**config.mk**
```make
export PLATFORM = sky130hd
export DESIGN_NAME = dmem_arbiter
export DESIGN_NICKNAME = d
export VERILOG_FILES = /design/src/rtl/dmem_arbiter.sv
export SDC_FILE = /design/constraint.sdc
export NUM_CORES = 1
export LEC_CHECK = 0
export ABC_CLOCK_PERIOD_IN_PS = 1750
export BUFFER_PORTS_ARGS = -buffer_cell sky130_fd_sc_hd__buf_4
export CAP_MARGIN = 5
export CORE_AREA = 5 5 114 116
export CTS_CLUSTER_DIAMETER = 30
export DETAILED_ROUTE_END_ITERATION = 10
export DIE_AREA = 0 0 119 121
export SLEW_MARGIN = 40
export SYNTH_ARGS = -nofsm -noshare
export SYNTH_HDL_FRONTEND = slang
export SYNTH_SLANG_ARGS = --single-unit
```
**constraint.sdc**
```tcl
create_clock -name clk -period 1.75 [get_ports clk]
set_clock_uncertainty 0.05 [all_clocks]
set_input_delay 0.0875 -clock clk [delete_from_list [all_inputs] [get_ports clk]]
set_output_delay 0.0875 -clock clk [all_outputs]
set_load 0.03 [all_outputs]
```
**src/rtl/dmem_arbiter.sv**
```systemverilog
// Shares the single-port data memory between the core load/store port and a DMA port.
// The core has fixed priority, with a starvation-forced DMA beat and a bounded DMA burst lock.
//
//   state  | meaning
//   -------+-----------------------------------------------------------------
//   S_CORE | unlocked; core wins contention unless DMA has waited MAX_WAIT cycles
//   S_DMA  | DMA burst lock held; core stalls until last beat, cap or DMA gap
module dmem_arbiter #(
    parameter int MAX_WAIT  = 4,
    parameter int MAX_BURST = 8
) (
    input  logic        clk,
    input  logic        rst,
    input  logic        c_req,
    input  logic        c_we,
    input  logic [31:0] c_addr,
    input  logic [31:0] c_wdata,
    output logic [31:0] c_rdata,
    output logic        c_gnt,
    output logic        c_stall,
    input  logic        d_req,
    input  logic        d_we,
    input  logic        d_last,
    input  logic [31:0] d_addr,
    input  logic [31:0] d_wdata,
    output logic [31:0] d_rdata,
    output logic        d_gnt,
    output logic        m_we,
    output logic        m_en,
    output logic [31:0] m_addr,
    output logic [31:0] m_wd,
    input  logic [31:0] m_rd
);

    typedef enum logic {S_CORE = 1'b0, S_DMA = 1'b1} state_t;

    localparam logic [3:0] WAIT_MAX   = 4'(MAX_WAIT);
    localparam logic [7:0] BURST_LAST = 8'(MAX_BURST - 1);
    localparam logic       CAN_LOCK   = (MAX_BURST > 1);

    state_t     state;
    logic [3:0] wait_cnt;
    logic [7:0] burst_cnt;
    logic       forced;

    assign forced = d_req & (wait_cnt == WAIT_MAX);

    always_comb begin
        c_gnt = 1'b0;
        d_gnt = 1'b0;
        if (rst) begin
            case (state)
                S_CORE: begin
                    if (c_req && !forced) begin
                        c_gnt = 1'b1;
                    end else begin
                        d_gnt = d_req;
                    end
                end
                S_DMA: begin
                    d_gnt = d_req;
                end
                default: begin
                    c_gnt = 1'b0;
                    d_gnt = 1'b0;
                end
            endcase
        end
    end

    assign c_stall = rst & c_req & ~c_gnt;

    // Idle bus drives zeros so data_mem never sees a stale address or data.
    always_comb begin
        m_we   = 1'b0;
        m_en   = 1'b0;
        m_addr = 32'h0;
        m_wd   = 32'h0;
        if (c_gnt) begin
            m_we   = c_we;
            m_en   = ~c_we;
            m_addr = c_addr;
            m_wd   = c_wdata;
        end else if (d_gnt) begin
            m_we   = d_we;
            m_en   = ~d_we;
            m_addr = d_addr;
            m_wd   = d_wdata;
        end
    end

    assign c_rdata = m_rd;
    assign d_rdata = m_rd;

    always_ff @(posedge clk) begin
        if (!rst) begin
            state     <= S_CORE;
            wait_cnt  <= 4'd0;
            burst_cnt <= 8'd0;
        end else begin
            if (d_gnt || !d_req) begin
                wait_cnt <= 4'd0;
            end else if (state == S_CORE && c_req && c_gnt && wait_cnt != WAIT_MAX) begin
                wait_cnt <= wait_cnt + 4'd1;
            end

            case (state)
                S_CORE: begin
                    // A single-beat grant (d_last) or MAX_BURST of 1 never takes the lock.
                    if (d_gnt && !d_last && CAN_LOCK) begin
                        state     <= S_DMA;
                        burst_cnt <= 8'd1;
                    end
                end
                S_DMA: begin
                    if (!d_req) begin
                        state     <= S_CORE;
                        burst_cnt <= 8'd0;
                    end else if (d_last || burst_cnt == BURST_LAST) begin
                        state     <= S_CORE;
                        burst_cnt <= 8'd0;
                    end else begin
                        burst_cnt <= burst_cnt + 8'd1;
                    end
                end
                default: begin
                    state     <= S_CORE;
                    burst_cnt <= 8'd0;
                end
            endcase
        end
    end

endmodule

```
* After elaboration in Yosys (flattened, before gate mapping) *
Index checks and enable logic that the tools add are counted.

storage, ports and cells
  bits in registers = 13
  input bits = 167
  output and inout port bits = 133

cells by class
  add/sub/neg operators = 2
  equality and inequality tests = 4
  mux-type cells = 22
  bitwise operators = 8
  reduce and logical (&&, ||, !) cells = 11

operators by type and width
  kind                 number
  $mux 32              4
  $mux 8               3
  $pmux 8 s2           1
  $mux 1               12
  $add 8x1->8 const B  1
  $eq 8x3->1 const B   1
  $logic_and 1x1->1    5
  $not 1->1            5
  $add 4x1->4 const B  1
  $eq 4x3->1 const B   1
  $ne 4x3->1 const B   1
  $pmux 1 s2           2
  $and 1x1->1          3
  $logic_not 1->1      3
  $logic_or 1x1->1     2
  $ne 2x1->1 const B   1
  $reduce_or 2->1      1

* Depth between registers and ports, before layout *
  depth after elaboration = 10
  mapped depth = 9
  depth with buffers taken out = 7

* Worst setup path after synthesis *
No wires, ideal clock.

  path type = register to output
  from = reg wait_cnt[0]
  to = out m_addr[19]
  arrival = 1795 ps
  required time = 1612 ps
  path slack = -182 ps
  stages on the path, launching flop included = 9
  buffers on the path = 1
  cell sequence = dfxtp_1 inv_1 ha_1 and3b_4 a21oi_4 nand2_1 inv_2 buf_2 a22o_1

RTL lines
  what                    RTL line  RTL
  from (decl)             42        logic [3:0] wait_cnt;
  from (signal assigned)  104       wait_cnt <= wait_cnt + 4'd1;
  $eq 4x3->1              46        assign forced = d_req & (wait_cnt == WAIT_MAX);
  $and 1x1->1             46
  $logic_not 1->1         54        if (c_req && !forced) begin
  $logic_and 1x1->1       54
  $mux 1                  54
  $mux 1                  52        case (state)
  $mux 1                  51        if (rst) begin
  via c_gnt               19        output logic c_gnt,
  $mux 32                 79        if (c_gnt) begin
  to (decl)               30        output logic [31:0] m_addr,

The timed path passes the listed nets, and every way through them passes these cells.

* Worst setup path in the final report *
  from = reg wait_cnt[1]
  to = out m_addr[12]

between the ends
  cells in the longest elaborated chain, start to end = 9

ends and longest elaborated chain
  what                 RTL line  RTL
  $eq 4x3->1 *         46
  $and 1x1->1 *        46
  $logic_not 1->1 *    54
  $logic_and 1x1->1 *  54
  $mux 1               54
  $pmux 1 s2           52
  $mux 1               51
  $mux 32              84        end else if (d_gnt) begin
  $mux 32 *            79

Mark *: on every way between the ends. The rest lies on a longest branch, timed or not.

==> impl_metrics.csv <==
group,metric,value,unit
setup_path,worstPathCellList,"inv_2 -> ha_4 -> and3b_4 -> a21oi_4 -> nand2_2 -> inv_4 -> buf_12 -> bufbuf_16 -> a22o_4 -> buf_6",
power,p_leak,0.00224,uW
min_path,min_from,"rst",
synthesis,synth_edf_count,0,
setup_path,rrSetupSlack,60,ps
route,drt_iter0_markers,61,
sta,setup_viol,68,
die,die_h,121,um
synthesis,synthMuxAreaShare,0,%
power,finalPower,1960,uW
finish,antenna_cells,0,
sta,tightest_slew,495,ps
synthesis,synth_nets,401,
sta,hold-worst-slack,70.6,ps
synthesis,synth_top_family_by_area,"compound AO/OA/AOI/OAI gates",
die,io_pins,300,
setup_path,critPathKind,"flip-flop to primary output",
finish,nets,572,
status,failed_checks,"negative setup slack",
clock_tree,cts_tree,"done",
setup_path,cp_data_arrival_time,1950,ps
setup_path,path_max_fanout,7,
status,status,"finished, violations left",
global_routing,grt_max_degree,24,
synthesis,ys_warn_count,0,
clock_tree,cts_buffers,3,
sta,rsz0062_at_grt,"yes",
global_routing,grt-ovfl-total,0,
setup_path,worstSetupStartpoint,"wait_cnt[1]",
setup_path,cp_top_family,"buffers and inverters",
setup_path,crit_path_end_kind,"primary output",
synthesis,synth_compound_area_share,38.4,%
global_routing,gr-usage-all-layers,12.7,%
clock_tree,cts_max_path_buffers,2,
synthesis,syn_area,1880,um^2
synthesis,synthXorXnorAreaFrac,1.40,%
synthesis,synth_cell_types,37,
setup_path,crit_required,1610,ps
synthesis,synth-seq-area-share,13.9,%
clock_tree,clk_latency,250,ps
flow_run,drv_cap,0,
synthesis,synthTopCellsByArea,"a22o_1 (31%), buf_4 (26%), dfxtp_1 (14%), buf_6 (3.0%), nor2_1 (2.4%)",
die,floorplan.initialDensity,15.9,%
synthesis,yosys.area_share.simple,12.0,%
synthesis,synth_fa_ha_area_share,2.00,%
setup_path,critPathMaxStageDelay,320,ps
placed_design,port_buffers,203,
sta,max-slew-margin-rel,66.9,%
placed_design,routabilityCongestion,0.811,
die,num_rows,40,
finish,drive_above_1_share,82.0,%
clock_tree,cts.sinks,13,
route,wire_per_inst,18.7,um
synthesis,syn-mean-instance-area,8.12,um^2
die,die_x,119,um
route,wirelength,10.3,mm
die,core,11800,um^2
route,drcViolationCount,0,
sta,fmax,0.479,GHz
clock_tree,cts_max_level,1,
synthesis,ys_top_cells_by_count,"a22o_1 (67), buf_4 (65), dfxtp_1 (13)",
global_routing,antenna_found_initial,0,
sta,finalCriticalPeriod,2090,ps
synthesis,synth_ff_type,"dfxtp_1",
synthesis,synth.top_cell.area_share,31.3,%
die,floorplan.die_area,14400,um^2
clock_tree,cts_root_buf,"clkbuf_16",
global_routing,grt_pass1_wl,14.5,mm
setup_path,cp-start-kind,"flip-flop",
finish,syn2layout_area_growth,142,%
synthesis,async_flop_share,0,%
sta,slew_violations,0,
synthesis,synth_top_area_cell,"a22o_1",
global_routing,grt_pass1_vias,2631,
sta,finalCritPeriodShare,119,%
clock_tree,clkTransAtPathRegs,50,ps
placed_design,place_hpwl,7.67,mm
setup_path,cp_slowest_cell,"dfxtp_2",
sta,hold_violations,0,
power,ir_drop,0.261,mV
route,ant_nets,0,
route,viasPerCell,4.48,
route,dr.pass1.iters,4,
setup_path,r2r-start,"wait_cnt[1]",
sta,setup_ws,-337,ps
route,vias,2453,
synthesis,ys_ff_latch,13,
min_path,hp-class,"primary input to flip-flop",
synthesis,synth.most_common_cell,"a22o_1",
synthesis,syn_inst,231,
setup_path,cp.buffers_inverters,5,
power,cellPowerDensity,432,nW/um^2
[worst register-to-register path, delay by kind of cell, from the launching register on]
family	cells	cell delay [ps]
DFF	1	330
buffers and inverters	5	460
adders and majority gates	1	150
and+or+nand+nor	3	500
AOI/OAI and AO/OA	1	140
[power by group]
part           internal [uW]  switching (uW)
clock                    305             143
combinational            681             529
sequential               300            2.25
[metrics by stage]
stage          area, um^2  worst slack [ps]  instances  TNS [ps]  util (%)
3_3_place_gp         3680              -171        527     -7840      31.2
6_report             4540              -337        548    -19650      38.4
2_1_floorplan        2360             -79.6        231      -986         -
3_5_place_dp         3680              -205        527     -9990      31.2
4_1_cts              4430              -366        545    -21250      37.5
5_1_grt              4540              -399        548    -23940      38.4
[worst paths after layout]
kind                                     end  cells after the start
worst min-delay path                   state                      2
worst min register to register  burst_cnt[7]                      1
worst max-delay path              m_addr[12]                     10
worst max register to register   wait_cnt[2]                     10
[layer usage]
metal	GRT usage [%]	share of wire [%]	up-vias
met2	22.0	51	163
met5	0	0	-
met3	4.90	11	15
met1	14.6	37	1134
met4	3.55	1.3	0
li1	-	-	1141
[placed cells by master, fill, tap and decap left out, types with 5 or more instances in the layout]
cell type / n
a21oi_1: 5
nand3_1: 5
buf_4: 154
nor2_1: 12
buf_12: 7
a22o_4: 64
buf_6: 70
nand2b_1: 5
buf_8: 8
dfxtp_1: 11
[registers in the layout, summed over array words and instances (netlist names)]
name / cells
burst_cnt: 8
wait_cnt: 4
state: 1
[area by class of cell]
cell class                 count  area, um^2
sequential                    13         263
tap                          147         184
clock inverter                 1        5.00
inverter                       5        21.3
fill                        1144        7270
clock buffer                   3        75.1
multi-input combinational    134        1610
timing repair buffer         245        2380
[what timing repair did]
item | CTS | global route
cloned | 6 | 0
buffers inserted | 10 | 5
hold buffers | 0 | 0
gates resized for setup | 108 | 16
pin swaps | 25 | 4
endpoints found under the setup margin | 68 | 71
[kinds of logic after synthesis]
| logic type | after synthesis |
|---|---|
| AOI/OAI and AO/OA | 86 |
| xor gates and xnor gates | 3 |
| adders and majority gates | 3 |
| buffers and inverters | 84 |
| DFF | 13 |
| and+or+nand+nor | 42 |
No activity file was read; power rests on OpenSTA's default activity.
